===== src/rtl/serial_pkg.sv =====
// serial_pkg: shared FSM encoding and default operand width for the serial result collector
package serial_pkg;
  localparam int SIZE_DEF = 8;
  localparam logic [0:0] IDLE = 1'b0;
  localparam logic [0:0] COLLECT = 1'b1;
endpackage


===== src/rtl/serial_result_collector_if.sv =====
// serial_result_collector_if: serial bit input, result stream and status signals.
// SERIAL_COLLECTOR_PARITY_EN adds RES_PARITY alongside RES_DATA.
interface serial_result_collector_if import serial_pkg::*; #(parameter int SIZE = SIZE_DEF);
  logic START, BIT_VALID, BIT_IN, CARRY_IN;
  logic RES_VALID, RES_READY, BUSY, OVERRUN;
  logic [SIZE:0] RES_DATA;
`ifdef SERIAL_COLLECTOR_PARITY_EN
  logic RES_PARITY;
  modport master(output START, BIT_VALID, BIT_IN, CARRY_IN, RES_READY,
                 input RES_DATA, RES_VALID, BUSY, OVERRUN, RES_PARITY);
  modport slave(input START, BIT_VALID, BIT_IN, CARRY_IN, RES_READY,
                output RES_DATA, RES_VALID, BUSY, OVERRUN, RES_PARITY);
`else
  modport master(output START, BIT_VALID, BIT_IN, CARRY_IN, RES_READY,
                 input RES_DATA, RES_VALID, BUSY, OVERRUN);
  modport slave(input START, BIT_VALID, BIT_IN, CARRY_IN, RES_READY,
                output RES_DATA, RES_VALID, BUSY, OVERRUN);
`endif
endinterface


===== src/rtl/result_fifo2.sv =====
// result_fifo2: two-entry result buffer; a push into a full buffer without a pop is dropped and flagged.
module result_fifo2 #(
  parameter int W = 9,
  parameter int DEPTH = 2
) (
  input  logic         clk,
  input  logic         rst,
  input  logic         push_i,
  input  logic         pop_i,
  input  logic [W-1:0] din_i,
  output logic [W-1:0] dout_o,
  output logic         empty_o,
  output logic         overrun_o
);
  logic [W-1:0] mem_q [2];
  logic wptr_q, rptr_q, ovr_q;
  logic [1:0] cnt_q;
  logic full, do_pop, do_push;
  assign full = cnt_q == 2'(DEPTH);
  assign empty_o = cnt_q == 2'd0;
  assign do_pop = pop_i & ~empty_o;
  assign do_push = push_i & (~full | do_pop);
  assign dout_o = empty_o ? '0 : mem_q[rptr_q];
  assign overrun_o = ovr_q;
  always_ff @(posedge clk or posedge rst) begin
    if (rst) begin
      mem_q[0] <= '0;
      mem_q[1] <= '0;
      wptr_q <= 1'b0;
      rptr_q <= 1'b0;
      cnt_q <= 2'd0;
      ovr_q <= 1'b0;
    end else begin
      if (do_push) mem_q[wptr_q] <= din_i;
      wptr_q <= wptr_q ^ do_push;
      rptr_q <= rptr_q ^ do_pop;
      cnt_q <= cnt_q + 2'(do_push) - 2'(do_pop);
      ovr_q <= push_i & full & ~do_pop;
    end
  end
endmodule


===== src/rtl/serial_result_collector.sv =====
// serial_result_collector: deserialises LSB-first sum bits plus final carry into a 2-entry result buffer.
// SERIAL_COLLECTOR_PARITY_EN stores and outputs an even-parity bit per result.
module serial_result_collector import serial_pkg::*; #(
  parameter int SIZE = SIZE_DEF,
  parameter int DEPTH = 2
) (
  input logic CLK,
  input logic RST,
  serial_result_collector_if.slave bus
);
  localparam int CW = $clog2(SIZE) + 1;
  logic [0:0] state_q, state_d;
  logic [CW-1:0] cnt_q, cnt_d;
  logic [SIZE-1:1] shreg_q, shreg_d;
  logic shift, last, empty;
  logic [SIZE:0] word;
  assign shift = state_q == COLLECT && bus.BIT_VALID && !bus.START;
  assign last = shift && cnt_q == CW'(SIZE - 1);
  assign word = {bus.CARRY_IN, bus.BIT_IN, shreg_q};
  always_comb begin
    state_d = bus.START ? COLLECT : last ? IDLE : state_q;
    cnt_d = (bus.START || last) ? '0 : shift ? cnt_q + CW'(1) : cnt_q;
    shreg_d = bus.START ? '0 : shift ? {bus.BIT_IN, shreg_q[SIZE-1:2]} : shreg_q;
  end
  always_ff @(posedge CLK or posedge RST) begin
    if (RST) begin
      state_q <= IDLE;
      cnt_q <= '0;
      shreg_q <= '0;
    end else begin
      state_q <= state_d;
      cnt_q <= cnt_d;
      shreg_q <= shreg_d;
    end
  end
`ifdef SERIAL_COLLECTOR_PARITY_EN
  localparam int W = SIZE + 2;
  logic [W-1:0] din, dout;
  assign din = {^word, word};
  assign bus.RES_PARITY = dout[SIZE+1];
`else
  localparam int W = SIZE + 1;
  logic [W-1:0] din, dout;
  assign din = word;
`endif
  result_fifo2 #(.W(W), .DEPTH(DEPTH)) u_fifo (
    .clk(CLK),
    .rst(RST),
    .push_i(last),
    .pop_i(bus.RES_READY),
    .din_i(din),
    .dout_o(dout),
    .empty_o(empty),
    .overrun_o(bus.OVERRUN)
  );
  assign bus.RES_DATA = dout[SIZE:0];
  assign bus.RES_VALID = ~empty;
  assign bus.BUSY = state_q == COLLECT;
endmodule


===== src/flat_wrapper.sv =====
// flat-port wrapper written by rule: the top's interface ports become plain ports
module serial_result_collector_flat import serial_pkg::*;
#(
  parameter int SIZE = SIZE_DEF,
  parameter int DEPTH = 2
)
  (CLK, RST, bus_START, bus_BIT_VALID, bus_BIT_IN, bus_CARRY_IN, bus_RES_READY, bus_RES_DATA, bus_RES_VALID, bus_BUSY, bus_OVERRUN);
  serial_result_collector_if #(.SIZE(SIZE)) bus_i ();
  input logic CLK;
  input logic RST;
  input wire logic [$bits(bus_i.START)-1:0] bus_START;
  input wire logic [$bits(bus_i.BIT_VALID)-1:0] bus_BIT_VALID;
  input wire logic [$bits(bus_i.BIT_IN)-1:0] bus_BIT_IN;
  input wire logic [$bits(bus_i.CARRY_IN)-1:0] bus_CARRY_IN;
  input wire logic [$bits(bus_i.RES_READY)-1:0] bus_RES_READY;
  output wire logic [$bits(bus_i.RES_DATA)-1:0] bus_RES_DATA;
  output wire logic [$bits(bus_i.RES_VALID)-1:0] bus_RES_VALID;
  output wire logic [$bits(bus_i.BUSY)-1:0] bus_BUSY;
  output wire logic [$bits(bus_i.OVERRUN)-1:0] bus_OVERRUN;
  assign bus_i.START = bus_START;
  assign bus_i.BIT_VALID = bus_BIT_VALID;
  assign bus_i.BIT_IN = bus_BIT_IN;
  assign bus_i.CARRY_IN = bus_CARRY_IN;
  assign bus_i.RES_READY = bus_RES_READY;
  assign bus_RES_DATA = bus_i.RES_DATA;
  assign bus_RES_VALID = bus_i.RES_VALID;
  assign bus_BUSY = bus_i.BUSY;
  assign bus_OVERRUN = bus_i.OVERRUN;
  serial_result_collector #(.SIZE(SIZE), .DEPTH(DEPTH)) u_core (.CLK(CLK), .RST(RST), .bus(bus_i));
endmodule

===== config.mk =====
export PLATFORM = sky130hd
export DESIGN_NAME = serial_result_collector_flat
export DESIGN_NICKNAME = d
export VERILOG_FILES = /design/src/rtl/serial_pkg.sv /design/src/rtl/serial_result_collector_if.sv /design/src/rtl/result_fifo2.sv /design/src/rtl/serial_result_collector.sv /design/src/flat_wrapper.sv
export SDC_FILE = /design/constraint.sdc
export NUM_CORES = 1
export LEC_CHECK = 0
export ABC_AREA = 0
export BUFFER_PORTS_ARGS = -buffer_cell sky130_fd_sc_hd__buf_2
export CORE_MARGIN = 2
export CORE_UTILIZATION = 38
export DETAILED_ROUTE_END_ITERATION = 8
export PLACE_DENSITY_LB_ADDON = 0.25
export SETUP_SLACK_MARGIN = 0.4
export SYNTH_ARGS = -nofsm -noshare
export SYNTH_HDL_FRONTEND = slang
export SYNTH_SLANG_ARGS = --single-unit

===== constraint.sdc =====
create_clock -name CLK -period 2.27 [get_ports CLK]
set_input_delay 0.227 -clock CLK [delete_from_list [all_inputs] [get_ports CLK]]
set_output_delay 0.227 -clock CLK [all_outputs]
set_load 0.1 [all_outputs]

==> Flow_metrics.wiki <==
{| class="wikitable"
! Metric !! Value
|-
| Number of instances in the synthesized netlist || 138
|-
| Footprint of the multi-input gates || 691.9 sq um
|-
| Dominant register cell in the synthesized netlist || sky130_fd_sc_hd__dfrtp_1
|-
| Cells taking the most area after synthesis || sky130_fd_sc_hd__dfrtp_1, sky130_fd_sc_hd__mux2_2, sky130_fd_sc_hd__mux2i_1
|-
| Post-detailed-route wirelength per cell || 13.45 um
|-
| Post-detailed-route count of antenna-violating nets || 0
|-
| Crit path largest cell delay || between 0.3 and 0.4 ns
|-
| CP most frequent cell || sky130_fd_sc_hd__ha_2
|-
| Die area || 4642 sq um
|-
| Net count after synthesis || 150
|-
| Hold WC Path Type || input port to asynchronous set/reset pin
|-
| Vias after detailed routing || 1,058
|-
| Number of buffer and inverter stages on the critical path || 1
|-
| Total power || 1.496 mW
|-
| Violation count after the first detailed-routing iteration || 42
|-
| Sum of negative setup slack || 0 ns
|-
| Start-to-end type of the worst setup path || flop to flop
|-
| Relative slew margins || 67.70%
|-
| Nature of the critical path endpoint || flop
|-
| Routability congestion estimate from global placement || 0.6982
|-
| Number of top-level pins || 19
|-
| Number of global-route vias before repair || 1,074
|-
| Overall die height || between 60 and 70 um
|-
| Number of synthesized flops with an enable pin || 0
|-
| Highest Clock Rate || 541.7 MHz
|-
| First-pass GRT wire length || 4926 um
|-
| Per-instance average area after synthesis || 11.32 sq um
|-
| Number of vias per cell || 4.876
|-
| CTS clk-pin slew, worst paths || 0.07 ns
|-
| Number of failing setup endpoints in the final timing report || 0
|-
| Initial antenna violation count || 0
|-
| Arrival time of data at the critical path endpoint || 2.01 ns
|-
| Static power due to leakage || between 0.9 and 1 nW
|-
| Detailed-router iteration count before antenna repair || 4
|-
| Buffer type at the clock tree root || sky130_fd_sc_hd__clkbuf_8
|-
| Category of the worst setup path launch point || flop
|-
| Maximum number of pins on one net before global-route repair || 36
|-
| Fraction of synthesized cell area taken by the top area cell type || 56.04%
|-
| Fraction of final layout cells with drive strength greater than 1 || 38.32%
|-
| Portion of the post-synthesis area used by sequential elements || 56.04%
|-
| Share of the clock period used by the worst path after layout || about four fifths
|-
| Signed area change from the synthesized netlist to the final layout || 22.82%
|-
| Global route total overflow || 0
|-
| Cell type with the highest aggregate area in the netlist || sky130_fd_sc_hd__dfrtp_1
|-
| H-tree levels || 2
|-
| Number of clock sinks || 35
|-
| Register bit total from synthesis || 35
|-
| Total core area || 3971 sq um
|-
| Number of port buffers || 18
|-
| Number of design rule violations left after detail routing || 0
|-
| Worst-skew pair later-pin latency || 0.28 ns
|-
| Most frequent cell after synthesis || sky130_fd_sc_hd__dfrtp_1
|-
| Count of antenna diodes in the layout || 0
|-
| Final layout net count || 178
|-
| Final hold viol count || 0
|-
| Die span in x || between 60 and 70 um
|-
| Master of the slowest instance on the critical path || sky130_fd_sc_hd__dfrtp_1
|-
| Warning count from the yosys run || 0
|-
| Critical path required time || 2.43 ns
|-
| Flip-flop and latch area || 880.8 sq um
|-
| Shortest period the worst path allows || roughly 1.8 ns
|-
| Cell family with most CP delay || adder cells
|-
| Leading post-synthesis cells by instance count || sky130_fd_sc_hd__dfrtp_1, sky130_fd_sc_hd__nand2_1, sky130_fd_sc_hd__mux2_2
|-
| CTS tree || built
|-
| Max VDD drop || approximately 0.28 mV
|-
| Cell Area, Synth || 1563 sq um
|-
| Fill cell total of the finished layout || 362
|-
| Post-DP HPWL || 1942 um
|-
| Worst Skew || 0.004211 ns
|-
| Total length of routed wires || 2919 um
|-
| Deepest clock path buffer count || 2
|-
| Share of flip-flops with an asynchronous set or reset after synthesis || 100.0%
|-
| Number of placement rows || 23
|-
| Least-Margin Pin Slew || 0.4878 ns
|-
| Number of buffers inserted during clock tree synthesis || 5
|-
| Max-cap check violation count || 0
|-
| RSZ-0062 raised after global routing || yes
|-
| Number of library cell types mapped by synthesis || 20
|-
| Global-route usage over all layers || 14.85%
|-
| Number of buffers inserted by hold repair at cts || 0
|-
| Final Max Tran Viols || 0
|-
| Outcome || completed
|-
| Maximum fanout encountered on the critical timing path || 4
|-
| Initial core utilization || 39.35%
|-
| Ordered list of cells on the worst path || ha_2 -> nand3b_1 -> nor3_4 -> nand2_1 -> ha_1 -> inv_1 -> ha_2 -> xnor2_2 -> xnor2_1
|-
| Areal power density over the cells || about 800 nW/um^2
|}
[worst register-to-register path, stage by stage, from the launching register on]
cell and delay [ns]:
sky130_fd_sc_hd__dfrtp_1 0.38, sky130_fd_sc_hd__ha_2 0.19, sky130_fd_sc_hd__nand3b_1 0.14, sky130_fd_sc_hd__nor3_4 0.20
sky130_fd_sc_hd__nand2_1 0.09, sky130_fd_sc_hd__ha_1 0.27, sky130_fd_sc_hd__inv_1 0.04, sky130_fd_sc_hd__ha_2 0.17
sky130_fd_sc_hd__xnor2_2 0.13, sky130_fd_sc_hd__xnor2_1 0.13
[routing by layer]
| layer | routed length [um] | share of wire (%) | GRT usage, % |
|---|---|---|---|
| met5 | 0 | 0 | 0 |
| met4 | 44 | 1.5 | 6.000 |
| met3 | 119 | 4.1 | 5.099 |
| met2 | 1455 | 50 | 25.49 |
| met1 | 1298 | 44 | 16.84 |
[timing repair]
action / 4_1_cts / 5_1_grt
gates resized for setup: 7 / 3
hold endpoints to repair: 0 / 0
buffers inserted: 5 / 3
pin swaps: 6 / 6
endpoints found under the setup margin: 28 / 20
[cell families (layout without fill, tap and decap cells)]
family,after synthesis,after routing,synth area share [%]
buf+inv,12,41,3.203
xor+xnor,4,4,2.242
simple gates,44,44,12.25
fa+ha+maj,5,5,4.003
flops,35,35,56.04
compound gates,11,11,3.523
mux,27,27,18.73
[flip-flops by register name, summed over array words and instances (netlist names)]
signal	cells
u_core.u_fifo.mem_q	18
u_core.shreg_q	7
u_core.cnt_q	4
u_core.u_fifo.cnt_q	2
u_core.bus.BUSY	1
u_core.u_fifo.overrun_o	1
u_core.u_fifo.rptr_q	1
u_core.u_fifo.wptr_q	1
[per-stage QoR]
step	instances	instance area [sq um]	hold slack, ns	utilization (%)	setup slack, ns
after floorplan	138	1582	0.2901	-	0.1179
after global placement	201	1713	0.3421	43.13	0.2395
after detailed placement	201	1713	0.3471	43.13	0.1994
after CTS	214	1882	0.04414	47.39	0.3550
after global routing	217	1919	0.07551	48.33	0.2966
final	217	1919	0.02685	48.33	0.4239
[final cells by class]
| class | count | share of cell area [%] |
|---|---|---|
| Clock buffer | 8 | 5.215 |
| Timing Repair Buffer | 28 | 8.605 |
| Inverter | 5 | 0.9778 |
| Sequential cell | 35 | 45.89 |
| Multi-Input combinational cell | 91 | 36.05 |
| Tap cell | 50 | 3.259 |
[worst paths after layout]
path                                              from  depth (start not counted)                 endpoint  slack (ns)
worst max-delay path                   u_core.cnt_q[1]                          9   u_core.u_fifo.cnt_q[1]        0.42
worst min-delay path                               RST                          3          u_core.cnt_q[1]        0.03
worst max register to register         u_core.cnt_q[1]                          9   u_core.u_fifo.cnt_q[1]        0.42
worst min register to register  u_core.u_fifo.mem_q[9]                          1   u_core.u_fifo.mem_q[9]        0.51
max in group asynchronous                          RST                          3          u_core.bus.BUSY        1.91
min in group CLK                          bus_CARRY_IN                          2  u_core.u_fifo.mem_q[17]        0.20
[report_power, final]
group          leakage, nW  internal [mW]  switching, mW
logic                0.444          0.111          0.176
registers            0.469          0.660         0.0687
clock network       0.0515          0.277          0.204
[cell usage in the layout, fill, tap and decap left out, types with 2 or more instances in the layout]
cell type / Yosys / final
sky130_fd_sc_hd__nand3b_1: 2 / 2
sky130_fd_sc_hd__nand2_1: 19 / 18
sky130_fd_sc_hd__buf_4: 0 / 10
sky130_fd_sc_hd__nand3_1: 3 / 3
sky130_fd_sc_hd__ha_4: 0 / 2
sky130_fd_sc_hd__mux2_2: 18 / 18
sky130_fd_sc_hd__dfrtp_1: 35 / 33
sky130_fd_sc_hd__mux2i_1: 9 / 9
sky130_fd_sc_hd__a21oi_1: 10 / 10
sky130_fd_sc_hd__xor2_1: 2 / 2
sky130_fd_sc_hd__buf_2: 4 / 18
sky130_fd_sc_hd__clkbuf_8: 0 / 7
sky130_fd_sc_hd__nor2_1: 14 / 13
sky130_fd_sc_hd__ha_2: 0 / 2
sky130_fd_sc_hd__inv_1: 5 / 5
No activity file was read; power rests on OpenSTA's default activity.
